### config.mk
export PLATFORM = sky130hd
export DESIGN_NAME = ysyx_exu_csr_ctrl
export DESIGN_NICKNAME = d
export VERILOG_FILES = /design/src/rtl/ysyx_exu_csr_ctrl_pkg.sv /design/src/rtl/ysyx_csr_wdata_gen.sv /design/src/rtl/ysyx_exu_csr_ctrl.sv
export SDC_FILE = /design/constraint.sdc
export NUM_CORES = 1
export LEC_CHECK = 0
export CAP_MARGIN = 20
export CORE_MARGIN = 2
export CORE_UTILIZATION = 30
export DETAILED_ROUTE_END_ITERATION = 16
export MAX_ROUTING_LAYER = met4
export PLACE_DENSITY = 0.64
export SLEW_MARGIN = 20
export SYNTH_ARGS = -nofsm -noshare
export SYNTH_HDL_FRONTEND = slang
export SYNTH_SLANG_ARGS = --single-unit
### constraint.sdc
create_clock -name clk -period 2 [get_ports clk]
set_clock_uncertainty 0.05 [all_clocks]
set_input_delay 0.5 -clock clk [delete_from_list [all_inputs] [get_ports clk]]
set_output_delay 0.5 -clock clk [all_outputs]
set_load 0.02 [all_outputs]
### src/rtl/ysyx_exu_csr_ctrl_pkg.sv
// Shared definitions for the EXU CSR sequencer: op codes, FSM states,
// CSR addresses, mstatus bit positions and trap cause codes.
package ysyx_exu_csr_ctrl_pkg;

  typedef enum logic [2:0] {
    OP_CSRRW  = 3'd0,
    OP_CSRRS  = 3'd1,
    OP_CSRRC  = 3'd2,
    OP_ECALL  = 3'd3,
    OP_EBREAK = 3'd4,
    OP_MRET   = 3'd5
  } csr_op_e;

  typedef enum logic [1:0] {
    ST_IDLE  = 2'd0,
    ST_READ  = 2'd1,
    ST_WRITE = 2'd2,
    ST_REDIR = 2'd3
  } csr_state_e;

  localparam logic [11:0] CSR_MSTATUS = 12'h300;
  localparam logic [11:0] CSR_MEPC    = 12'h341;
  localparam logic [11:0] CSR_MCAUSE  = 12'h342;

  localparam int MSTATUS_MIE  = 3;
  localparam int MSTATUS_MPIE = 7;

  localparam int CAUSE_ECALL_M    = 11;
  localparam int CAUSE_BREAKPOINT = 3;

  // Ops that read and possibly write a CSR named by the instruction.
  function automatic logic op_is_csr(input csr_op_e op);
    return (op == OP_CSRRW) || (op == OP_CSRRS) || (op == OP_CSRRC);
  endfunction

  // Ops that enter a trap and redirect fetch to mtvec.
  function automatic logic op_is_trap(input csr_op_e op);
    return (op == OP_ECALL) || (op == OP_EBREAK);
  endfunction

  // Ops the controller understands at all; 6 and 7 are illegal.
  function automatic logic op_is_legal(input csr_op_e op);
    return op_is_csr(op) || op_is_trap(op) || (op == OP_MRET);
  endfunction

endpackage

### src/rtl/ysyx_csr_wdata_gen.sv
// Combinational new-value generator for CSR read-modify-write and the
// MRET mstatus update. Also flags ops that must not write at all.
module ysyx_csr_wdata_gen
  import ysyx_exu_csr_ctrl_pkg::*;
#(
  parameter int XLEN = 32
) (
  input  csr_op_e         i_op,
  input  logic [XLEN-1:0] i_old,
  input  logic [XLEN-1:0] i_wdata,
  output logic [XLEN-1:0] o_new,
  output logic            o_suppress
);

  logic w_wdata_zero;
  assign w_wdata_zero = (i_wdata == '0);

  // Select the new CSR value and whether the write is suppressed.
  always_comb begin
    o_new      = '0;
    o_suppress = 1'b1;
    case (i_op)
      OP_CSRRW: begin
        o_new      = i_wdata;
        o_suppress = 1'b0;
      end
      OP_CSRRS: begin
        o_new      = i_old | i_wdata;
        o_suppress = w_wdata_zero;
      end
      OP_CSRRC: begin
        o_new      = i_old & ~i_wdata;
        o_suppress = w_wdata_zero;
      end
      OP_MRET: begin
        o_new               = i_old;
        o_new[MSTATUS_MIE]  = i_old[MSTATUS_MPIE];
        o_new[MSTATUS_MPIE] = 1'b1;
        o_suppress          = 1'b0;
      end
      default: begin
        o_new      = '0;
        o_suppress = 1'b1;
      end
    endcase
  end

endmodule

### src/rtl/ysyx_exu_csr_ctrl.sv
// EXU CSR sequencer: one system request at a time, IDLE -> READ -> WRITE
// (-> REDIR for traps and MRET). Drives the CSR file's two write ports and
// returns either the old CSR value or a fetch redirect.
module ysyx_exu_csr_ctrl
  import ysyx_exu_csr_ctrl_pkg::*;
#(
  parameter int XLEN = 32,
  parameter int R_W  = 12
) (
  input  logic            clk,
  input  logic            rst,
  input  logic            req_valid,
  output logic            req_ready,
  input  logic [2:0]      req_op,
  input  logic [R_W-1:0]  req_addr,
  input  logic [XLEN-1:0] req_wdata,
  input  logic [XLEN-1:0] req_pc,
  input  logic            flush,
  output logic            rsp_valid,
  output logic [XLEN-1:0] rsp_rdata,
  output logic            rsp_illegal,
  output logic            redirect_valid,
  output logic [XLEN-1:0] redirect_pc,
  output logic [R_W-1:0]  csr_waddr0,
  output logic [R_W-1:0]  csr_waddr1,
  output logic [XLEN-1:0] csr_wdata0,
  output logic [XLEN-1:0] csr_wdata1,
  output logic            csr_wen,
  output logic            csr_exu_valid,
  output logic            csr_ecallen,
  input  logic [XLEN-1:0] csr_rdata,
  input  logic [XLEN-1:0] csr_mtvec,
  input  logic [XLEN-1:0] csr_mepc
);

  localparam logic [R_W-1:0] A_MSTATUS = R_W'(CSR_MSTATUS);
  localparam logic [R_W-1:0] A_MEPC    = R_W'(CSR_MEPC);
  localparam logic [R_W-1:0] A_MCAUSE  = R_W'(CSR_MCAUSE);

  csr_state_e      r_state;
  csr_state_e      w_next;
  csr_op_e         r_op;
  logic [R_W-1:0]  r_addr;
  logic [XLEN-1:0] r_wdata;
  logic [XLEN-1:0] r_pc;
  logic [XLEN-1:0] r_old;

  logic            w_accept;
  logic            w_is_csr;
  logic            w_is_trap;
  logic            w_is_mret;
  logic            w_read_only;
  logic            w_write_try;
  logic [XLEN-1:0] w_new;
  logic            w_suppress;

  assign w_accept    = (r_state == ST_IDLE) && req_valid && !flush;
  assign w_is_csr    = op_is_csr(r_op);
  assign w_is_trap   = op_is_trap(r_op);
  assign w_is_mret   = (r_op == OP_MRET);
  assign w_read_only = (r_addr[R_W-1 -: 2] == 2'b11);
  // A CSR op "tries" to write unless it is RS/RC with a zero mask.
  assign w_write_try = w_is_csr && !w_suppress;

  ysyx_csr_wdata_gen #(
    .XLEN (XLEN)
  ) u_wdata_gen (
    .i_op       (r_op),
    .i_old      (r_old),
    .i_wdata    (r_wdata),
    .o_new      (w_new),
    .o_suppress (w_suppress)
  );

  // FSM state register.
  always_ff @(posedge clk or negedge rst) begin
    if (!rst) begin
      r_state <= ST_IDLE;
    end else begin
      r_state <= w_next;
    end
  end

  // Request latch on acceptance, old-value capture during READ.
  always_ff @(posedge clk or negedge rst) begin
    if (!rst) begin
      r_op    <= OP_CSRRW;
      r_addr  <= '0;
      r_wdata <= '0;
      r_pc    <= '0;
      r_old   <= '0;
    end else begin
      if (w_accept) begin
        r_op    <= csr_op_e'(req_op);
        r_addr  <= req_addr;
        r_wdata <= req_wdata;
        r_pc    <= req_pc;
      end
      if (r_state == ST_READ) begin
        r_old <= csr_rdata;
      end
    end
  end

  // Next state and all outputs, decoded from the current state.
  always_comb begin
    w_next         = r_state;
    req_ready      = 1'b0;
    rsp_valid      = 1'b0;
    rsp_rdata      = '0;
    rsp_illegal    = 1'b0;
    redirect_valid = 1'b0;
    redirect_pc    = '0;
    csr_waddr0     = '0;
    csr_waddr1     = '0;
    csr_wdata0     = '0;
    csr_wdata1     = '0;
    csr_wen        = 1'b0;
    csr_exu_valid  = 1'b0;
    csr_ecallen    = 1'b0;
    case (r_state)
      ST_IDLE: begin
        req_ready = 1'b1;
        if (w_accept) begin
          w_next = ST_READ;
        end
      end
      ST_READ: begin
        // Port-0 address doubles as the read address.
        if (w_is_csr) begin
          csr_waddr0 = r_addr;
        end else if (w_is_trap || w_is_mret) begin
          csr_waddr0 = A_MSTATUS;
        end
        w_next = flush ? ST_IDLE : ST_WRITE;
      end
      ST_WRITE: begin
        if (w_is_csr) begin
          csr_waddr0 = r_addr;
          csr_waddr1 = r_addr;
          csr_wdata0 = w_new;
          csr_wdata1 = w_new;
          rsp_valid  = 1'b1;
          rsp_rdata  = r_old;
          if (w_write_try && w_read_only) begin
            rsp_illegal = 1'b1;
          end else if (w_write_try) begin
            csr_wen       = 1'b1;
            csr_exu_valid = 1'b1;
          end
          w_next = ST_IDLE;
        end else if (w_is_trap) begin
          csr_waddr0    = A_MCAUSE;
          csr_wdata0    = (r_op == OP_ECALL) ? XLEN'(CAUSE_ECALL_M)
                                             : XLEN'(CAUSE_BREAKPOINT);
          csr_waddr1    = A_MEPC;
          csr_wdata1    = r_pc;
          csr_wen       = 1'b1;
          csr_exu_valid = 1'b1;
          csr_ecallen   = 1'b1;
          w_next        = ST_REDIR;
        end else if (w_is_mret) begin
          csr_waddr0    = A_MSTATUS;
          csr_waddr1    = A_MSTATUS;
          csr_wdata0    = w_new;
          csr_wdata1    = w_new;
          csr_wen       = 1'b1;
          csr_exu_valid = 1'b1;
          w_next        = ST_REDIR;
        end else begin
          rsp_valid   = 1'b1;
          rsp_illegal = 1'b1;
          w_next      = ST_IDLE;
        end
      end
      ST_REDIR: begin
        // mtvec/mepc are sampled after the WRITE-cycle commit landed.
        redirect_valid = 1'b1;
        redirect_pc    = w_is_trap ? csr_mtvec : csr_mepc;
        w_next         = ST_IDLE;
      end
      default: begin
        w_next = ST_IDLE;
      end
    endcase
  end

endmodule

==> impl_metrics.json, run 1 <==
{
  "final_nets": 1366,
  "average_wire_length_per_cell_after_detail_routing_um": 19.4,
  "total_of_warnings_raised_by_yosys": 0,
  "synthDistinctLibCells": 44,
  "timing.critical_path.to_type": "primary output",
  "area_of_the_core_mm2": 0.0226,
  "critical_path.cell_chain": "or3b_4 -> buf_12 -> o32a_1 -> a221oi_2 -> buf_4",
  "place.detailed.instances": 1423,
  "first_global_vias": 7512,
  "required_ns": 1.45,
  "dr.max_layer_used": "met4",
  "yosysSeqAreaShare_pct": 40.9,
  "mostFrequentLayoutCells": "clkdlybuf4s50_1, buf_4, mux2_2, dfrtp_1, buf_6",
  "buffer_ports.inserted": 337,
  "cpMaxStageDelayCell": "dfrtp_4",
  "synthFlopType": "dfrtp_1",
  "routed-wl-met2_um": 14900,
  "clock_latency_ns": 0.41,
  "grt_setup_unrepaired": "yes",
  "ant_nets": 0,
  "design_area_mm2": 0.0137,
  "gp_routability_congestion": 0.850,
  "max_freq_ghz": 0.356,
  "worst_r2r_startpoint": "r_state[0]$_DFFE_PN0P_",
  "worst-slew-pin-transition_ns": 0.580,
  "synthDominantCellAreaShare_pct": 40.9,
  "drt-vias-per-instance": 5.02,
  "r2r_end": "r_wdata[21]$_DFFE_PN0P_",
  "number_of_buffers_between_clock_root_and_the_deepest_sink": 2,
  "max-slew-margin-rel_pct": 61.3,
  "power_per_cell_area_mw_per_mm2": 1500,
  "period_utilization_post_route_pct": 140,
  "timing.final.setup_violations": 159,
  "synth_to_layout_area_growth_pct": 97.5,
  "largest_fanout_of_any_net_on_the_critical_path": 27,
  "row_count": 55,
  "drt_drc_violations_left": 0,
  "post-synth-top-area-cell": "dfrtp_1",
  "initial_core_util_pct": 30.6,
  "synth_cells": 715,
  "final_layout_size_suffix_gt1_share_pct": 51.8,
  "cts_root_buffer": "clkbuf_16",
  "synth-seq-cells": 113,
  "drt_iter0_drc": 297,
  "cts.htree.levels": 4,
  "hold_class": "in2async",
  "design.die.area_mm2": 0.0243,
  "antenna_found_initial": 2,
  "cts-buffers-inserted": 17,
  "violations": "setup timing",
  "max_cap_violations": 0,
  "timing.final.ws_setup_ns": -0.806,
  "status": "complete, but fails checks",
  "hold_slack_ns": 0.451,
  "grt_max_degree": 42,
  "routed-wl-met3_um": 2040,
  "dp_hpwl_um": 21700,
  "groute.usage.overall_pct": 23.2,
  "clkSinkCount": 113,
  "fillers": 1914,
  "dpl_cell_area_mm2": 0.0125,
  "yosys-top-cells-area": "dfrtp_1, mux2_2, nand2_1",
  "pre_cts_setup_slack_ns": -0.831,
  "tritoncts": "done",
  "die-height_um": 156,
  "final-hold-violation-count": 0,
  "synth-async-reset-ratio_pct": 100,
  "non_filler_instances": 1481,
  "worst-setup-path-type": "reg2out",
  "rr_worst_depth": 8,
  "cpPeakStageDelay_ns": 0.47,
  "grt.overflow.total": 0,
  "reg2reg_setup_slack_ns": 0.20,
  "final_max_slew_viol_count": 0,
  "vdd_ir_drop_max_v": 0.000801,
  "period_minus_slack_ns": 2.81,
  "synth-edff-count": 0,
  "first_pass_grt_wire_length_um": 41800,
  "clk_pin_slew_ns": 0.06,
  "crit_path_start_kind": "flop",
  "critical_path_arrival_ns": 2.26,
  "total_leakage_power_nw": 5.87,
  "met1_length_um": 11300,
  "area_of_the_mapped_netlist_mm2": 0.00692,
  "floorplan.io_pins": 338,
  "drt-total-wl_um": 28700,
  "synthesis.nets": 898,
  "drt_first_pass_iters": 4,
  "num_vias": 7440,
  "syn_area_per_cell_um2": 9.68,
  "fp.dieW_um": 156
}
## area by class of cell
cell class	count	area, µm²	share of cell area [%]
antenna	3	7.51	0.0549
timing repair buffer	509	5070	37.1
inverter	28	113	0.824
sequential	113	2840	20.8
multi-input combinational	514	4740	34.7
clock buffer	20	457	3.34
tap	285	357	2.61
clock inverter	9	87.6	0.641
## synthesized netlist by cell type (8+ instances only)
library cell and instances:
nand2_1 103, a21boi_1 32, buf_2 21, clkbuf_1 27, buf_1 8, o21a_1 11
nor2_1 65, inv_1 25, nor3_1 11, a221oi_2 16, nand2b_1 14, and2_1 28
o32a_1 23, mux2_2 111, a22oi_1 23, dfrtp_1 113, a21oi_1 8
## registers in the layout (all words and copies together), names as in the netlist
signal / count
r_pc: 32
r_op: 3
r_addr: 12
r_state: 2
r_wdata: 32
r_old: 32
## logic make-up (layout without fill, tap and decap cells)
logic type	Yosys count	after routing	share of synthesized area [%]
AO/OA/AOI/OAI	148	148	18.1
XOR/XNOR	1	1	0.127
adder cells (fa/ha/maj)	4	4	0.723
buffers and inverters	88	566	5.53
flip-flops	113	113	40.9
multiplexers	112	112	18.2
other	0	3	0
AND/OR/NAND/NOR	249	249	16.5
## critical path, delay by kind of cell (launching register included)
family          cells  cell delay, ns
flops               1            0.47
simple gates        1            0.39
buf+inv             2            0.37
compound gates      2            0.60
## where the power goes
part | switching (mW) | leakage, nW | total (mW) | internal, mW
clock | 1.07 | 0.256 | 2.82 | 1.75
combinational | 6.56 | 4.28 | 13.2 | 6.68
sequential | 0.905 | 1.33 | 4.40 | 3.49
## how the worst max path moves through the flow
stage	from	endpoint	slack, ns	cells past startpoint
2_1_floorplan	r_op[0]$_DFFE_PN0P_	csr_wdata1[24]	-0.23	5
3_3_place_gp	r_op[2]$_DFFE_PN0P_	csr_wdata1[13]	-0.80	5
3_5_place_dp	r_op[2]$_DFFE_PN0P_	csr_wdata1[6]	-0.83	5
4_1_cts	r_op[2]$_DFFE_PN0P_	csr_wdata1[5]	-0.81	5
5_1_grt	r_op[1]$_DFFE_PN0P_	csr_wdata1[6]	-0.83	5
6_report	r_op[2]$_DFFE_PN0P_	csr_wdata1[8]	-0.81	5
## stage by stage
stage                     TNS, ns  utilization, %  total power, mW
after detailed placement  -103.93            55.2             16.1
after CTS                 -111.46            57.2             19.0
final                      -93.89            60.4             20.5
after floorplan             -8.80               -             11.1
after global placement    -101.00            55.2             15.9
after global routing      -104.46            60.4             21.7
## layer usage
| layer | global-route usage (%) | up-vias |
|---|---|---|
| li1 | - | 3474 |
| met1 | 26.6 | 3658 |
| met2 | 40.0 | 280 |
| met3 | 5.94 | 28 |
| met4 | 6.68 | 0 |
| met5 | - | - |
## timing repair
action | in CTS | in global routing
cloned | 0 | 7
pin swaps | 4 | 24
hold endpoints to repair | 13 | 0
setup buffers | 1 | 17
gates resized for setup | 543 | 352
setup endpoints to repair | 159 | 159
hold buffers | 1 | 0
No activity file was read; power rests on OpenSTA's default activity.
==> run 2, diff against run 1 <==
--- a/config.mk
+++ b/config.mk
@@ -9,7 +9,6 @@
 export CORE_MARGIN = 2
 export CORE_UTILIZATION = 30
 export DETAILED_ROUTE_END_ITERATION = 16
-export MAX_ROUTING_LAYER = met4
 export PLACE_DENSITY = 0.64
 export SLEW_MARGIN = 20
 export SYNTH_ARGS = -nofsm -noshare
==> impl_metrics.json, run 2 (synthesis gave the netlist of run 1 again) <==
{
  "status": "complete, but fails checks",
  "violations": "setup timing",
  "timing.final.setup_violations": 158,
  "cts_root_buffer": "clkbuf_16",
  "buffer_ports.inserted": 337,
  "power_per_cell_area_mw_per_mm2": 1480,
  "cts-buffers-inserted": 17,
  "tritoncts": "done",
  "switching_share_pct": 42.1,
  "ant_nets": 0,
  "design_area_mm2": 0.0134,
  "mostFrequentLayoutCells": "buf_4, clkdlybuf4s50_1, mux2_2, dfrtp_1, nand2_1",
  "antenna_found_initial": 2,
  "area_of_the_core_mm2": 0.0226,
  "largest_fanout_of_any_net_on_the_critical_path": 27,
  "dpl_cell_area_mm2": 0.0125,
  "timing.final.ws_setup_ns": -0.779,
  "multi_input_area_mm2": 0.00471,
  "register_share_of_total_power_pct": 22.1,
  "initial_core_util_pct": 30.6,
  "place.detailed.instances": 1423,
  "number_of_buffers_between_clock_root_and_the_deepest_sink": 2,
  "critical_path_arrival_ns": 2.23,
  "max_freq_ghz": 0.360,
  "clock_latency_ns": 0.41,
  "grt.met3_usage_pct": 6.86,
  "drt-total-wl_um": 28600,
  "groute.usage.overall_pct": 22.5,
  "layout.cells.most_common": "buf_4",
  "r2r_end": "r_wdata[21]$_DFFE_PN0P_",
  "critical_path.cell_chain": "or3b_4 -> buf_12 -> o32a_1 -> a221oi_2 -> buf_4",
  "first_global_vias": 7469,
  "fp.dieW_um": 156,
  "grt_max_degree": 42,
  "timing.critical_path.to_type": "primary output",
  "total_leakage_power_nw": 5.74,
  "design.die.area_mm2": 0.0243,
  "vdd_ir_drop_max_v": 0.000786,
  "final_nets": 1356,
  "num_vias": 7347,
  "worst-slew-pin-transition_ns": 0.575,
  "period_utilization_post_route_pct": 139,
  "period_minus_slack_ns": 2.78,
  "required_ns": 1.45,
  "rr_worst_depth": 8,
  "drt-vias-per-instance": 5.00,
  "drt_first_pass_iters": 5,
  "non_filler_instances": 1470,
  "cpMaxStageDelayCell": "dfrtp_4",
  "final-hold-violation-count": 0,
  "cts.htree.levels": 4,
  "final_max_slew_viol_count": 0,
  "comb_power_share_pct": 63.8,
  "reg2reg_setup_slack_ns": 0.20,
  "final_layout_size_suffix_gt1_share_pct": 51.5,
  "hold_slack_ns": 0.451,
  "clockPowerShare_pct": 14.1,
  "worst-setup-path-type": "reg2out",
  "drt_drc_violations_left": 0,
  "floorplan.io_pins": 338,
  "max-slew-margin-rel_pct": 61.7,
  "hold_class": "in2async",
  "row_count": 55,
  "grt.met1_usage_pct": 26.1,
  "clkSinkCount": 113,
  "sequential_cell_area_mm2": 0.00284,
  "average_wire_length_per_cell_after_detail_routing_um": 19.5,
  "grt.overflow.total": 0,
  "crit_path_start_kind": "flop",
  "grt_setup_unrepaired": "yes",
  "worst_r2r_startpoint": "r_state[0]$_DFFE_PN0P_",
  "max_cap_violations": 0,
  "dp_hpwl_um": 21700,
  "clk_pin_slew_ns": 0.06,
  "gr-usage-met2_pct": 40.0,
  "reg.largest.list": "r_old: 32 flops, r_pc: 32 flops, r_wdata: 32 flops",
  "synth_to_layout_area_growth_pct": 94.1,
  "cpPeakStageDelay_ns": 0.47,
  "gp_routability_congestion": 0.837,
  "drt_iter0_drc": 248,
  "first_pass_grt_wire_length_um": 42000,
  "die-height_um": 156,
  "gr-max-usage-layer": "met2",
  "internal-power_mw": 11.5,
  "switching_component_of_the_power_mw": 8.39,
  "fillers": 1946
}
[run 2: worst max path at each step]
stage,start,cells past startpoint,endpoint
2_1_floorplan,r_op[0]$_DFFE_PN0P_,5,csr_wdata1[24]
3_3_place_gp,r_op[2]$_DFFE_PN0P_,5,csr_wdata1[13]
3_5_place_dp,r_op[2]$_DFFE_PN0P_,5,csr_wdata1[6]
4_1_cts,r_op[2]$_DFFE_PN0P_,5,csr_wdata1[5]
5_1_grt,r_op[2]$_DFFE_PN0P_,5,csr_wdata1[6]
6_report,r_op[2]$_DFFE_PN0P_,5,csr_wdata1[8]
[run 2: power by group through the flow]
stage | Sequential, mW | Combinational [mW] | Clock (mW)
floorplan | 4.16 | 6.93 | 0
global placement | 4.30 | 11.6 | 0
detailed placement | 4.32 | 11.8 | 0
CTS | 4.32 | 11.8 | 2.87
global route | 4.54 | 13.6 | 2.98
finish | 4.40 | 12.7 | 2.81
[run 2: metrics by stage]
stage	total power, mW	setup TNS, ns	util, %	setup slack (ns)
2_1_floorplan	11.1	-8.80	-	-0.228
3_3_place_gp	15.9	-101.00	55.2	-0.803
3_5_place_dp	16.1	-103.93	55.2	-0.831
4_1_cts	19.0	-111.46	57.2	-0.811
5_1_grt	21.1	-103.94	59.3	-0.832
6_report	19.9	-94.10	59.3	-0.779
[run 2: worst max-delay path: cells and delay by family (launching register included)]
| kind | cells | cell delay [ns] |
|---|---|---|
| AND/OR/NAND/NOR | 1 | 0.39 |
| flip-flops | 1 | 0.47 |
| buffers and inverters | 2 | 0.37 |
| AO/OA/AOI/OAI | 2 | 0.57 |
[run 2: repair_timing]
action	in CTS	in global routing
hold endpoints to repair	13	0
endpoints found under the setup margin	159	159
hold buffers	1	0
pin swaps	4	17
gates resized for setup	543	340
setup buffers	1	9
cloned	0	5
[run 2: metal layers]
| layer | routed length [µm] | part of all wire (%) | vias to the layer above |
|---|---|---|---|
| met3 | 2160 | 7.5 | 23 |
| met2 | 15000 | 52 | 252 |
| met4 | 410 | 1.4 | 0 |
| li1 | - | - | 3450 |
| met5 | 0 | 0 | - |
| met1 | 11100 | 39 | 3622 |
[run 2: cell type report]
class | instances | share of cell area, %
inverters | 28 | 0.839
diodes | 2 | 0.0373
well taps | 285 | 2.66
multi-input cells | 514 | 35.1
clock buffers | 20 | 3.40
repair buffers | 499 | 36.2
clock inverters | 9 | 0.652
flip-flops and latches | 113 | 21.1
==> run 3, diff against run 2 <==
--- a/config.mk
+++ b/config.mk
@@ -9,8 +9,9 @@
 export CORE_MARGIN = 2
 export CORE_UTILIZATION = 30
 export DETAILED_ROUTE_END_ITERATION = 16
-export PLACE_DENSITY = 0.64
+export PLACE_DENSITY = 0.61
 export SLEW_MARGIN = 20
 export SYNTH_ARGS = -nofsm -noshare
 export SYNTH_HDL_FRONTEND = slang
+export SYNTH_HIERARCHICAL = 1
 export SYNTH_SLANG_ARGS = --single-unit
==> constraint.sdc (replaced) <==
create_clock -name clk -period 2.7 [get_ports clk]
set_clock_uncertainty 0.05 [all_clocks]
set_input_delay 0.675 -clock clk [delete_from_list [all_inputs] [get_ports clk]]
set_output_delay 0.675 -clock clk [all_outputs]
set_load 0.02 [all_outputs]
==> impl_metrics.json, run 3 <==
{
  "total_leakage_power_nw": 6.17,
  "drt_drc_violations_left": 0,
  "synthTopCellsByCount": "dfrtp_1, mux2_2, nand2_1",
  "total_of_warnings_raised_by_yosys": 6,
  "dr.max_layer_used": "met5",
  "routed-wl-met3_um": 2180,
  "timing.final.ws_setup_ns": -0.334,
  "syn_area_per_cell_um2": 10.1,
  "synthDistinctLibCells": 51,
  "synthDominantCellAreaShare_pct": 40.1,
  "ant_nets": 0,
  "final_layout_size_suffix_gt1_share_pct": 52.4,
  "max_freq_ghz": 0.330,
  "design_area_mm2": 0.0138,
  "tritoncts": "done",
  "cts-buffers-inserted": 17,
  "cts.htree.levels": 4,
  "clkSinkCount": 113,
  "post-synth-top-area-cell": "dfrtp_1",
  "cts_root_buffer": "clkbuf_16",
  "num_vias": 7294,
  "synth-edff-count": 0,
  "average_wire_length_per_cell_after_detail_routing_um": 19.3,
  "area_of_the_core_mm2": 0.0233,
  "floorplan.io_pins": 338,
  "most_common_cell_in_the_netlist": "dfrtp_1",
  "routed-wl-met2_um": 14900,
  "timing.final.setup_violations": 129,
  "period_utilization_post_route_pct": 112,
  "buffer_ports.inserted": 337,
  "antenna-diode-count": 0,
  "synth_to_layout_area_growth_pct": 96.5,
  "grt_setup_unrepaired": "yes",
  "worst_r2r_startpoint": "r_op[1]$_DFFE_PN0P_",
  "final-hold-violation-count": 0,
  "design.die.area_mm2": 0.0247,
  "die-height_um": 157,
  "fp.dieW_um": 157,
  "final_max_slew_viol_count": 0,
  "largest_fanout_of_any_net_on_the_critical_path": 2,
  "r2r_end": "r_state[1]$_DFFE_PN0P_",
  "synth-async-reset-ratio_pct": 100,
  "vdd_ir_drop_max_v": 0.000640,
  "clk_pin_slew_ns": 0.06,
  "synth_cells": 697,
  "hold_class": "in2async",
  "drt-total-wl_um": 29300,
  "reg2reg_setup_slack_ns": 0.93,
  "mostFrequentLayoutCells": "clkdlybuf4s50_1, buf_4, buf_6, dfrtp_1, mux2_2",
  "clock_latency_ns": 0.41,
  "dp_hpwl_um": 18800,
  "grt.overflow.total": 0,
  "layout.cells.most_common": "clkdlybuf4s50_1",
  "dpl_cell_area_mm2": 0.0114,
  "worst-setup-path-type": "reg2out",
  "timing.critical_path.to_type": "primary output",
  "yosysSeqAreaShare_pct": 40.1,
  "area_of_the_mapped_netlist_mm2": 0.00704,
  "initial_core_util_pct": 30.3,
  "max_cap_violations": 0,
  "max-slew-margin-rel_pct": 67.1,
  "rr_worst_depth": 8,
  "violations": "setup timing",
  "required_ns": 1.98,
  "synthesis.nets": 881,
  "drt-vias-per-instance": 4.80,
  "antenna_found_initial": 1,
  "reg.largest.list": "r_old: 32 flops, r_pc: 32 flops, r_wdata: 32 flops",
  "synth-seq-cells": 113,
  "critical_path_arrival_ns": 2.31,
  "drt_first_pass_iters": 5,
  "setup_total_negative_slack_ns": -14.23,
  "number_of_buffers_between_clock_root_and_the_deepest_sink": 2,
  "yosys-top-cells-area": "dfrtp_1, mux2_2, and2_1",
  "first_pass_grt_wire_length_um": 42100,
  "met1_length_um": 11800,
  "row_count": 56,
  "period_minus_slack_ns": 3.03,
  "worst-slew-pin-transition_ns": 0.494,
  "grt_max_degree": 44,
  "power_per_cell_area_mw_per_mm2": 1080,
  "groute.usage.overall_pct": 22.5,
  "status": "complete, but fails checks",
  "drt_iter0_drc": 361,
  "crit_path_start_kind": "flop",
  "gp_routability_congestion": 0.777,
  "synthFlopType": "dfrtp_1",
  "first_global_vias": 7316,
  "final_nets": 1371
}
[run 3: cell type report]
cell class | count | area (µm²)
Sequential cell | 113 | 2830
Clock buffer | 19 | 453
Tap cell | 319 | 399
Timing Repair Buffer | 525 | 5570
Clock inverter | 13 | 125
Fill cell | 2000 | 9420
Multi-Input combinational cell | 524 | 4440
Inverter | 6 | 27.5
[run 3: worst max-delay path by stage]
stage | slack, ns | from | endpoint | depth (start not counted)
final | -0.33 | r_wdata[5]$_DFFE_PN0P_ | rsp_illegal | 8
after global routing | -0.46 | r_wdata[5]$_DFFE_PN0P_ | rsp_illegal | 8
after CTS | -0.30 | r_wdata[5]$_DFFE_PN0P_ | rsp_illegal | 8
after detailed placement | -0.36 | r_op[1]$_DFFE_PN0P_ | redirect_pc[1] | 4
after global placement | -0.37 | r_wdata[29]$_DFFE_PN0P_ | rsp_illegal | 7
after floorplan | 0.30 | r_state[0]$_DFFE_PN0P_ | redirect_pc[22] | 5
[run 3: stage by stage]
step           hold slack [ns]  std cells  total power, mW  setup WS [ns]  util [%]
6_report                 0.175       1519             15.0         -0.334      59.5
5_1_grt                  0.199       1519             15.8         -0.457      59.5
4_1_cts                  0.184       1506             14.1         -0.303      57.2
3_5_place_dp             0.444       1393             10.0         -0.357      49.1
3_3_place_gp             0.438       1393             9.90         -0.366      49.1
2_1_floorplan            0.329        697             6.93          0.299         -
[run 3: timing repair]
| action | in CTS | in global routing |
|---|---|---|
| pin swaps | 24 | 71 |
| cloned | 15 | 3 |
| setup endpoints to repair | 157 | 157 |
| gates resized for setup | 974 | 152 |
| buffers inserted | 66 | 25 |
| hold buffers | 0 | 0 |
[run 3: cells by family (layout without fill, tap and decap cells)]
logic type | Yosys count | count (layout) | synth area share, %
and+or+nand+nor | 246 | 247 | 18.9
muxes | 144 | 144 | 22.5
AOI/OAI and AO/OA | 128 | 128 | 12.8
DFF | 113 | 113 | 40.1
buffers and inverters | 61 | 563 | 4.78
adders and majority gates | 5 | 5 | 0.888
[run 3: report_power, final]
part | internal (mW) | switching (mW)
logic | 5.31 | 4.24
clock network | 1.33 | 0.880
registers | 2.58 | 0.686
[run 3: worst max-delay path, stage by stage, from the launching register on]
cell	delay [ns]
dfrtp_1	0.39
nor4_2	0.27
buf_4	0.14
nand4_1	0.20
o32ai_2	0.30
a21o_1	0.17
a211oi_1	0.07
o211a_1	0.22
buf_6	0.13
[run 3: layer usage]
| layer | GRT usage, % | vias up |
|---|---|---|
| met1 | 26.6 | 3570 |
| met3 | 6.08 | 31 |
| met2 | 40.3 | 251 |
| met5 | 0 | - |
| met4 | 5.67 | 2 |
| li1 | - | 3440 |
